File: src/rtl/usb_rx_crc_datapath_if.sv
// Bundle between the receive FSM (master) and the receive datapath (slave):
// FSM-driven shift/count/CRC controls plus the captured fields and CRC status.
interface usb_rx_crc_datapath_if #(
  parameter int PID_W  = 8,
  parameter int DATA_W = 64,
  parameter int CRC_W  = 16,
  parameter int CNT_W  = 7
);
  logic              s_in;
  logic              pid_en;
  logic              pid_left;
  logic              data_en;
  logic              data_left;
  logic              crc_en;
  logic              crc_left;
  logic              cnt_clr;
  logic              cnt_en;
  logic              crc16_start;
  logic              crc16_rec;
  logic [PID_W-1:0]  rc_hshake;
  logic [DATA_W-1:0] rc_data;
  logic [CRC_W-1:0]  rc_crc16;
  logic [CNT_W-1:0]  count;
  logic [15:0]       crc16_val;
  logic              crc16_out;
  logic              crc16_ready;
  logic              crc16_done;
  logic              crc_valid;

  modport master (
    output s_in, pid_en, pid_left, data_en, data_left, crc_en, crc_left,
           cnt_clr, cnt_en, crc16_start, crc16_rec,
    input  rc_hshake, rc_data, rc_crc16, count, crc16_val, crc16_out,
           crc16_ready, crc16_done, crc_valid
  );

  modport slave (
    input  s_in, pid_en, pid_left, data_en, data_left, crc_en, crc_left,
           cnt_clr, cnt_en, crc16_start, crc16_rec,
    output rc_hshake, rc_data, rc_crc16, count, crc16_val, crc16_out,
           crc16_ready, crc16_done, crc_valid
  );
endinterface

File: src/rtl/usb_rx_crc_datapath.sv
// USB receive datapath: three serial-in shift registers (PID, DATA, CRC),
// a wrapping bit counter and a serial CRC16 engine. All sequencing decisions
// are made by the external receive FSM through the interface controls.

// Serial-in parallel-out register, shift direction selectable per cycle.
module usb_rx_sipo #(
  parameter int W = 8
) (
  input  logic         clk,
  input  logic         rst,
  input  logic         en_i,
  input  logic         left_i,
  input  logic         s_i,
  output logic [W-1:0] q_o
);
  logic [W-1:0] q_q, q_d;

  // Left shift enters at the LSB, right shift enters at the MSB.
  always_comb begin
    q_d = q_q;
    if (en_i) begin
      q_d = left_i ? {q_q[W-2:0], s_i} : {s_i, q_q[W-1:1]};
    end
  end

  // Register update with synchronous reset.
  always_ff @(posedge clk) begin
    if (rst) q_q <= '0;
    else     q_q <= q_d;
  end

  assign q_o = q_q;
endmodule

// Bit counter; clear has priority over increment, wraps naturally.
module usb_rx_counter #(
  parameter int W = 7
) (
  input  logic         clk,
  input  logic         rst,
  input  logic         clr_i,
  input  logic         en_i,
  output logic [W-1:0] cnt_o
);
  logic [W-1:0] cnt_q, cnt_d;

  // Next count: clear, increment or hold.
  always_comb begin
    cnt_d = cnt_q;
    if (clr_i)     cnt_d = '0;
    else if (en_i) cnt_d = cnt_q + W'(1);
  end

  // Count register with synchronous reset.
  always_ff @(posedge clk) begin
    if (rst) cnt_q <= '0;
    else     cnt_q <= cnt_d;
  end

  assign cnt_o = cnt_q;
endmodule

// Serial CRC16 (x^16+x^15+x^2+1) over exactly DATA_W bits, with a
// start/done/acknowledge handshake toward the receive FSM.
module usb_rx_crc16 #(
  parameter int DATA_W = 64
) (
  input  logic        clk,
  input  logic        rst,
  input  logic        s_i,
  input  logic        start_i,
  input  logic        rec_i,
  output logic [15:0] val_o,
  output logic        out_o,
  output logic        ready_o,
  output logic        done_o
);
  localparam int BC_W = $clog2(DATA_W + 1);

  typedef enum logic [1:0] {IDLE = 2'd0, RUN = 2'd1, DONE = 2'd2} state_t;

  state_t          state_q, state_d;
  logic [15:0]     r_q, r_d;
  logic [BC_W-1:0] bc_q, bc_d;

  function automatic logic [15:0] crc_step(input logic [15:0] r, input logic b);
    logic fb;
    fb = b ^ r[15];
    return {r[14:0], 1'b0} ^ (fb ? 16'h8005 : 16'h0000);
  endfunction

  // State, remainder and bit-count registers.
  always_ff @(posedge clk) begin
    if (rst) begin
      state_q <= IDLE;
      r_q     <= 16'hFFFF;
      bc_q    <= '0;
    end else begin
      state_q <= state_d;
      r_q     <= r_d;
      bc_q    <= bc_d;
    end
  end

  // Next state: the start cycle already folds in data bit 0, so RUN
  // handles the remaining DATA_W-1 bits and the last one enters DONE.
  always_comb begin
    state_d = state_q;
    r_d     = r_q;
    bc_d    = bc_q;
    case (state_q)
      IDLE: begin
        if (start_i) begin
          r_d     = crc_step(16'hFFFF, s_i);
          bc_d    = BC_W'(1);
          state_d = RUN;
        end
      end
      RUN: begin
        r_d  = crc_step(r_q, s_i);
        bc_d = bc_q + BC_W'(1);
        if (bc_q == BC_W'(DATA_W - 1)) state_d = DONE;
      end
      DONE: begin
        if (rec_i) state_d = IDLE;
      end
      default: state_d = IDLE;
    endcase
  end

  // Outputs: status from state, CRC value is the inverted remainder.
  always_comb begin
    ready_o = (state_q == IDLE);
    done_o  = (state_q == DONE);
    val_o   = ~r_q;
    out_o   = ~r_q[15];
  end
endmodule

// Top: wires the sub-blocks onto the FSM interface.
module usb_rx_crc_datapath #(
  parameter int PID_W  = 8,
  parameter int DATA_W = 64,
  parameter int CRC_W  = 16,
  parameter int CNT_W  = 7
) (
  input  logic                  clk,
  input  logic                  rst,
  usb_rx_crc_datapath_if.slave  bus
);
  logic [15:0] crc_val_w;

  usb_rx_sipo #(.W(PID_W)) u_pid (
    .clk(clk), .rst(rst), .en_i(bus.pid_en), .left_i(bus.pid_left),
    .s_i(bus.s_in), .q_o(bus.rc_hshake)
  );

  usb_rx_sipo #(.W(DATA_W)) u_data (
    .clk(clk), .rst(rst), .en_i(bus.data_en), .left_i(bus.data_left),
    .s_i(bus.s_in), .q_o(bus.rc_data)
  );

  usb_rx_sipo #(.W(CRC_W)) u_crc (
    .clk(clk), .rst(rst), .en_i(bus.crc_en), .left_i(bus.crc_left),
    .s_i(bus.s_in), .q_o(bus.rc_crc16)
  );

  usb_rx_counter #(.W(CNT_W)) u_cnt (
    .clk(clk), .rst(rst), .clr_i(bus.cnt_clr), .en_i(bus.cnt_en),
    .cnt_o(bus.count)
  );

  usb_rx_crc16 #(.DATA_W(DATA_W)) u_crc16 (
    .clk(clk), .rst(rst), .s_i(bus.s_in), .start_i(bus.crc16_start),
    .rec_i(bus.crc16_rec), .val_o(crc_val_w), .out_o(bus.crc16_out),
    .ready_o(bus.crc16_ready), .done_o(bus.crc16_done)
  );

  assign bus.crc16_val = crc_val_w;
  // Pure comparison; only meaningful while crc16_done is high.
  assign bus.crc_valid = (crc_val_w == 16'(bus.rc_crc16));
endmodule

File: src/flat_wrapper.sv
// flat-port wrapper written by rule: the top's interface ports become plain ports
module usb_rx_crc_datapath_flat 
#(
  parameter int PID_W  = 8,
  parameter int DATA_W = 64,
  parameter int CRC_W  = 16,
  parameter int CNT_W  = 7
)
  (clk, rst, bus_s_in, bus_pid_en, bus_pid_left, bus_data_en, bus_data_left, bus_crc_en, bus_crc_left, bus_cnt_clr, bus_cnt_en, bus_crc16_start, bus_crc16_rec, bus_rc_hshake, bus_rc_data, bus_rc_crc16, bus_count, bus_crc16_val, bus_crc16_out, bus_crc16_ready, bus_crc16_done, bus_crc_valid);
  usb_rx_crc_datapath_if #(.PID_W(PID_W), .DATA_W(DATA_W), .CRC_W(CRC_W), .CNT_W(CNT_W)) bus_i ();
  input  logic clk;
  input  logic rst;
  input wire logic [$bits(bus_i.s_in)-1:0] bus_s_in;
  input wire logic [$bits(bus_i.pid_en)-1:0] bus_pid_en;
  input wire logic [$bits(bus_i.pid_left)-1:0] bus_pid_left;
  input wire logic [$bits(bus_i.data_en)-1:0] bus_data_en;
  input wire logic [$bits(bus_i.data_left)-1:0] bus_data_left;
  input wire logic [$bits(bus_i.crc_en)-1:0] bus_crc_en;
  input wire logic [$bits(bus_i.crc_left)-1:0] bus_crc_left;
  input wire logic [$bits(bus_i.cnt_clr)-1:0] bus_cnt_clr;
  input wire logic [$bits(bus_i.cnt_en)-1:0] bus_cnt_en;
  input wire logic [$bits(bus_i.crc16_start)-1:0] bus_crc16_start;
  input wire logic [$bits(bus_i.crc16_rec)-1:0] bus_crc16_rec;
  output wire logic [$bits(bus_i.rc_hshake)-1:0] bus_rc_hshake;
  output wire logic [$bits(bus_i.rc_data)-1:0] bus_rc_data;
  output wire logic [$bits(bus_i.rc_crc16)-1:0] bus_rc_crc16;
  output wire logic [$bits(bus_i.count)-1:0] bus_count;
  output wire logic [$bits(bus_i.crc16_val)-1:0] bus_crc16_val;
  output wire logic [$bits(bus_i.crc16_out)-1:0] bus_crc16_out;
  output wire logic [$bits(bus_i.crc16_ready)-1:0] bus_crc16_ready;
  output wire logic [$bits(bus_i.crc16_done)-1:0] bus_crc16_done;
  output wire logic [$bits(bus_i.crc_valid)-1:0] bus_crc_valid;
  assign bus_i.s_in = bus_s_in;
  assign bus_i.pid_en = bus_pid_en;
  assign bus_i.pid_left = bus_pid_left;
  assign bus_i.data_en = bus_data_en;
  assign bus_i.data_left = bus_data_left;
  assign bus_i.crc_en = bus_crc_en;
  assign bus_i.crc_left = bus_crc_left;
  assign bus_i.cnt_clr = bus_cnt_clr;
  assign bus_i.cnt_en = bus_cnt_en;
  assign bus_i.crc16_start = bus_crc16_start;
  assign bus_i.crc16_rec = bus_crc16_rec;
  assign bus_rc_hshake = bus_i.rc_hshake;
  assign bus_rc_data = bus_i.rc_data;
  assign bus_rc_crc16 = bus_i.rc_crc16;
  assign bus_count = bus_i.count;
  assign bus_crc16_val = bus_i.crc16_val;
  assign bus_crc16_out = bus_i.crc16_out;
  assign bus_crc16_ready = bus_i.crc16_ready;
  assign bus_crc16_done = bus_i.crc16_done;
  assign bus_crc_valid = bus_i.crc_valid;
  usb_rx_crc_datapath #(.PID_W(PID_W), .DATA_W(DATA_W), .CRC_W(CRC_W), .CNT_W(CNT_W)) u_core (.clk(clk), .rst(rst), .bus(bus_i));
endmodule
File: config.mk
export PLATFORM = sky130hd
export DESIGN_NAME = usb_rx_crc_datapath_flat
export DESIGN_NICKNAME = d
export VERILOG_FILES = /design/src/rtl/usb_rx_crc_datapath_if.sv /design/src/rtl/usb_rx_crc_datapath.sv /design/src/flat_wrapper.sv
export SDC_FILE = /design/constraint.sdc
export NUM_CORES = 1
export LEC_CHECK = 0
export BUFFER_PORTS_ARGS = -buffer_cell sky130_fd_sc_hd__buf_2
export CORE_UTILIZATION = 40
export CTS_BUF_LIST = sky130_fd_sc_hd__clkbuf_8
export DETAILED_ROUTE_END_ITERATION = 8
export REMOVE_ABC_BUFFERS = 1
export SKIP_CTS_REPAIR_TIMING = 1
export SLEW_MARGIN = 20
export SYNTH_ARGS = -nofsm -noshare
export SYNTH_HDL_FRONTEND = slang
export SYNTH_SLANG_ARGS = --single-unit
export TNS_END_PERCENT = 100
File: constraint.sdc
create_clock -name clk -period 1.9 [get_ports clk]
set_input_delay 0.38 -clock clk [delete_from_list [all_inputs] [get_ports clk]]
set_output_delay 0.38 -clock clk [all_outputs]
set_load 0.02 [all_outputs]
After elaboration in Yosys (flattened, before gate mapping)
Cells that the tools add are included.
{"block": "word_totals", "input_bits": 13, "ff_bits": 120, "latchBits": 0, "rom_bits": 0, "word_cells": 39, "ramBits": 0, "n_memories": 0, "output_inout_bits": 115}
{"block": "op_classes", "div_mod_pow": 0, "reduce_logical": 5, "n_shift": 0, "bitwise": 5, "multipliers": 0, "magnitude_cmp": 0, "n_mux": 13, "eq_ne": 7, "addsub": 2}
{"operator": "$mux 16", "n": 4}
{"operator": "$mux 64", "n": 1}
{"operator": "$pmux 16 s2", "n": 1}
{"operator": "$eq 16x16->1", "n": 1}
{"operator": "$not 16->16", "n": 1}
{"operator": "$xor 16x16->16", "n": 1}
{"operator": "$not 15->15", "n": 1}
{"operator": "$add 7x1->7 const B", "n": 2}
{"operator": "$pmux 7 s2", "n": 1}
{"operator": "$mux 8", "n": 1}
{"operator": "$eq 7x6->1 const B", "n": 1}
{"operator": "$mux 7", "n": 1}
{"operator": "$mux 2", "n": 3}
{"operator": "$ne 2x2->1 const B", "n": 3}
{"operator": "$pmux 2 s3", "n": 1}
{"operator": "$reduce_and 3->1", "n": 1}
{"operator": "$eq 2x1->1 const B", "n": 1}
{"operator": "$eq 2x2->1 const B", "n": 1}
{"operator": "$logic_not 2->1", "n": 1}
{"operator": "$reduce_and 2->1", "n": 1}
{"operator": "$reduce_bool 2->1", "n": 1}
{"operator": "$reduce_or 2->1", "n": 1}
{"operator": "$not 1->1", "n": 1}
{"operator": "$xor 1x1->1", "n": 1}

Depth between registers and ports, before layout
{"block": "logic_depth", "depth_word": 4, "mapped_depth": 5}

Modules after synthesis
From an unflattened synthesis, not the netlist that was laid out.
{"block": "unflattened", "hier_cells": 579, "area_unflattened_um2": 5565.3}
{"mod": "usb_rx_sipo (u_core.u_data)", "seq_area_each_um2": 1281.2, "cells_each": 284, "instances": 1, "area_each_um2": 2832.7}
{"mod": "usb_rx_crc16", "seq_area_each_um2": 500.5, "cells_each": 136, "instances": 1, "area_each_um2": 1189.9}
{"mod": "usb_rx_sipo (u_core.u_crc)", "seq_area_each_um2": 320.3, "cells_each": 71, "instances": 1, "area_each_um2": 713.2}
{"mod": "usb_rx_sipo (u_core.u_pid)", "seq_area_each_um2": 160.2, "cells_each": 36, "instances": 1, "area_each_um2": 369.1}
{"mod": "usb_rx_counter", "seq_area_each_um2": 140.1, "cells_each": 31, "instances": 1, "area_each_um2": 282.8}
{"mod": "usb_rx_crc_datapath", "seq_area_each_um2": 0.0, "cells_each": 21, "instances": 1, "area_each_um2": 177.7}

Worst setup path before layout
OpenSTA, ideal clock, no wires.
{"block": "synth_timing", "path_kind": "reg2out", "startpoint": "reg u_core.u_crc.q_q[11], in the netlist u_core.u_crc.q_o[11]", "endpoint": "out bus_crc_valid", "t_required_ps": 1520, "path_slack_ps": 41, "path_buffers": 0, "stages_incl_launch_ff": 4, "t_arrival_ps": 1479, "path_cell_list": "dfxtp_1 > xor2_1 > nand4_1 > nor4_1"}
{"block": "synth_between", "elab_chain_cells": 1}
{"item": "start, declared", "line_no": "usb_rx_crc_datapath.sv:16", "text": "logic [W-1:0] q_q, q_d;"}
{"item": "start signal, assigned", "line_no": "usb_rx_crc_datapath.sv:29", "text": "else q_q <= q_d;"}
{"item": "$eq 16x16->1", "line_no": "usb_rx_crc_datapath.sv:181", "text": "assign bus.crc_valid = (crc_val_w == 16'(bus.rc_crc16));"}
{"item": "end, declared", "line_no": "flat_wrapper.sv:32", "text": "output wire logic [$bits(bus_i.crc_valid)-1:0] bus_crc_valid;"}
Every way passes these cells.

Final worst setup path
{"block": "layout_timing", "startpoint": "reg u_core.u_crc16.r_q[4]", "endpoint": "out bus_crc_valid"}
{"block": "layout_between", "elab_chain_cells": 2}
{"item": "start, declared", "line_no": "usb_rx_crc_datapath.sv:83", "text": "logic [15:0] r_q, r_d;"}
{"item": "start signal, assigned", "line_no": "usb_rx_crc_datapath.sv:100", "text": "r_q <= r_d;"}
{"item": "$not 16->16", "line_no": "usb_rx_crc_datapath.sv:135", "text": "val_o = ~r_q;"}
{"item": "$eq 16x16->1", "line_no": "usb_rx_crc_datapath.sv:181"}
Every way passes these cells.

==> run_results.csv <==
group,metric,value,unit
clock_tree,cts.sinks,120,
place,dpl-instance-area,0.00618,mm²
drt,drc,0,
sta,hold_viol_final,0,
synthesis,synth.most_common_cell,"dfxtp_1",
synthesis,synth_top_family_by_area,"compound AO/OA/AOI/OAI gates",
critical_path,required,1.52,ns
power_and_ir_drop,power_per_cell_area,860,mW/mm²
synthesis,ys_types,34,
clock_tree,cts_tree,"yes",
critical_path,worst-setup-path-type,"reg2out",
synthesis,synthSimpleGateAreaFrac,11.9,%
power_and_ir_drop,power_switching_share,28.9,%
critical_path,path_cells,"xor2_1, nand4_1, nor4_2, buf_2",
power_and_ir_drop,pwr-share-seq,49.5,%
synthesis,ys_seq_area_share,44.7,%
clock_tree,cts_root_buffer,"clkbuf_8",
critical_path,r2r_cells,3,
sta,period_needed,2.00,ns
clock_tree,h-tree-depth,4,
critical_path,cp.arrival,1.62,ns
global_routing,antenna_found_initial,0,
floorplanning,core_area,0.0129,mm²
sta,slew_violations,0,
sta,postLayoutSetupSlackWorst,-0.102,ns
drt,vias,4562,
final_layout,syn2layout_area_growth,23.1,%
run_status,status,"finished, violations left",
floorplanning,die_w,118,µm
synthesis,synth_area_leaders,"dfxtp_1 45%, mux2i_1 17%, a211oi_1 13%, nor2_1 6.9%, xor2_1 3.3%",
sta,fin_setup_tns,-0.102,ns
worst_hold_path,holdPathStages,3,
power_and_ir_drop,clkPwrFrac,34.9,%
synthesis,synth-compound-area-share,17.1,%
run_status,failed_checks,"setup timing",
synthesis,yosys-top-cells-count,"120 x dfxtp_1, 99 x nor2_1, 91 x mux2i_1, 90 x a211oi_1, 30 x clkbuf_1",
drt,highest_layer,"met4",
sta,final.period_utilization,105,%
drt,met3_length,857,µm
power_and_ir_drop,p_comb_share,15.7,%
place,dp_hpwl,8640,µm
synthesis,yosysTopAreaCell,"dfxtp_1",
floorplanning,io_pins,128,
critical_path,path_delay_family,"flip-flops",
drt,drt-total-wl,12700,µm
sta,fin_worst_skew,0.00708,ns
critical_path,cp_num_buf_inv,1,
power_and_ir_drop,ir_drop,431,µV
drt,met1_length,5970,µm
global_routing,grt_max_degree,55,
synthesis,synth_top_area_share,44.7,%
sta,tightest_slew,0.579,ns
floorplanning,fp-row-count,41,
final_layout,final_cell_area,0.00661,mm²
critical_path,crit_slowest_cell,"dfxtp_1",
synthesis,syn_avg_cell_area,9.34,µm²
synthesis,synth_xor_area_share,3.75,%
sta,slew_headroom,61.4,%
power_and_ir_drop,leakagePower,0.00304,µW
synthesis,synthArstFlopShare,0,%
critical_path,cp_max_fo,4,
run,cap_violations,0,
global_routing,grt_pass1_wl,21200,µm
synthesis,synth_flop_cell,"dfxtp_1",
critical_path,crit_path_start_kind,"flip-flop",
critical_path,crit_path_max_incr_delay,0.40,ns
sta,fmax,0.500,GHz
final_layout,final_nets,703,
critical_path,worst-path-stages,4,
synthesis,yosys-mux-area-fraction,17.0,%
floorplanning,start_util,41.7,%
power_and_ir_drop,intPower,4040,µW
synthesis,syn_area,0.00537,mm²
place,numPortBuffers,127,
floorplanning,dieHeight,118,µm
worst_hold_path,hold_path_class,"in2reg",
sta,rsz0062_at_grt,"true",
place,place_congestion,0.891,
global_routing,grt_overflow_total,0,
power_and_ir_drop,netSwitchingPower,1640,µW
global_routing,grt_pass1_vias,4304,
drt,firstDrtPassIters,4,
clock_tree,cts_buffer_depth,2,
critical_path,worstSetupEndpointType,"primary output",
drt,viasPerCell,5.24,
clock_tree,cts_buffers,17,
synthesis,synth_edf_count,0,
drt,first_iter_violations,228,
synthesis,synthCells,575,
clock_tree,worstSkewPairLatency,0.43,ns
sta,timing.hold.ws,0.213,ns
synthesis,synth.yosys.warnings,0,
drt,post_drt_wl_per_cell,14.6,µm
global_routing,gr-usage-all-layers,18.8,%
final_layout,diodes,0,
drt,met2_length,5670,µm
final_layout,final_layout_size_suffix_gt1_share,28.2,%
drt,ant_nets,0,
floorplanning,dieArea,0.0139,mm²
synthesis,ys_ff_latch,120,
power_and_ir_drop,power,5690,µW
sta,finalSetupViolations,1,
clock_tree,clkTransAtPathRegs,0.06,ns
synthesis,synthAdderAreaFrac,0.466,%
[through the flow]
stage / utilization [%] / worst slack, ns / std cells
finish: 51.3 / -0.102 / 871
global route: 51.3 / -0.184 / 871
CTS: 50.6 / -0.270 / 866
detailed placement: 48.0 / 0.242 / 836
global placement: 48.0 / 0.213 / 836
floorplan: - / 0.0411 / 525
[power by group through the flow]
stage	clock (µW)	sequential [µW]	combinational [µW]
4_1_cts	2050	2810	886
3_5_place_dp	0	2870	882
3_3_place_gp	0	2860	873
2_1_floorplan	0	2990	348
5_1_grt	2140	2840	972
6_report	1980	2810	891
[cells in the final DEF, fill, tap and decap left out, drive strengths merged, types with 2 or more instances in the layout]
cell / count
nor2b: 2
buf: 144
nand2b: 16
o211ai: 2
nor2: 99
clkbuf: 22
xnor2: 3
o21ai: 6
or3: 2
inv: 21
a31oi: 3
ha: 2
or4: 2
nand4: 6
o22ai: 13
nand3: 2
clkinv: 3
a22oi: 2
a211oi: 90
nand2: 9
mux2i: 91
xor2: 20
o221ai: 2
dfxtp: 120
nand3b: 3
a21oi: 7
[final timing paths]
kind                               endpoint                      start  slack [ns]
setup / recovery              bus_crc_valid      u_core.u_crc16.r_q[4]       -0.10
hold / removal    u_core.u_crc16.state_q[1]              bus_crc16_rec        0.21
setup reg to reg     u_core.u_crc16.bc_q[5]  u_core.u_crc16.state_q[0]        0.41
hold reg to reg       u_core.u_cnt.cnt_o[6]      u_core.u_cnt.cnt_o[6]        0.49
[registers in the layout, indices dropped and copies added, names as in the netlist]
| signal | cells |
|---|---|
| u_core.u_pid.q_o | 8 |
| u_core.u_crc.q_o | 16 |
| u_core.u_crc16.bc_q | 7 |
| u_core.u_cnt.cnt_o | 7 |
| u_core.u_crc16.state_q | 2 |
| u_core.u_crc16.r_q | 16 |
| u_core.u_data.q_o | 64 |
[cell families after synthesis]
logic type / Yosys count
XOR/XNOR: 23
multiplexers: 91
adder cells (fa/ha/maj): 2
AND/OR/NAND/NOR: 145
flip-flops: 120
AO/OA/AOI/OAI: 128
buffers and inverters: 66
[tightest hold or removal path: cells and delay by family]
kind / cells / cell delay [ns]
compound gates: 1 / 0.06
buf+inv: 1 / 0.07
simple gates: 1 / 0.08
[metal layers]
| layer | global-route usage (%) | up-vias |
|---|---|---|
| met4 | 7.29 | 0 |
| met3 | 6.64 | 17 |
| met2 | 29.1 | 128 |
| li1 | - | 2280 |
| met1 | 23.9 | 2137 |
| met5 | 0 | - |
[cell type report]
class	count	area, µm²
fillers	1241	6270
multi-input cells	389	2710
flip-flops and latches	120	2440
repair buffers	144	846
clock buffers	22	303
well taps	172	215
inverters	16	60.1
clock inverters	8	33.8
Power figures use the tool's default switching activity.
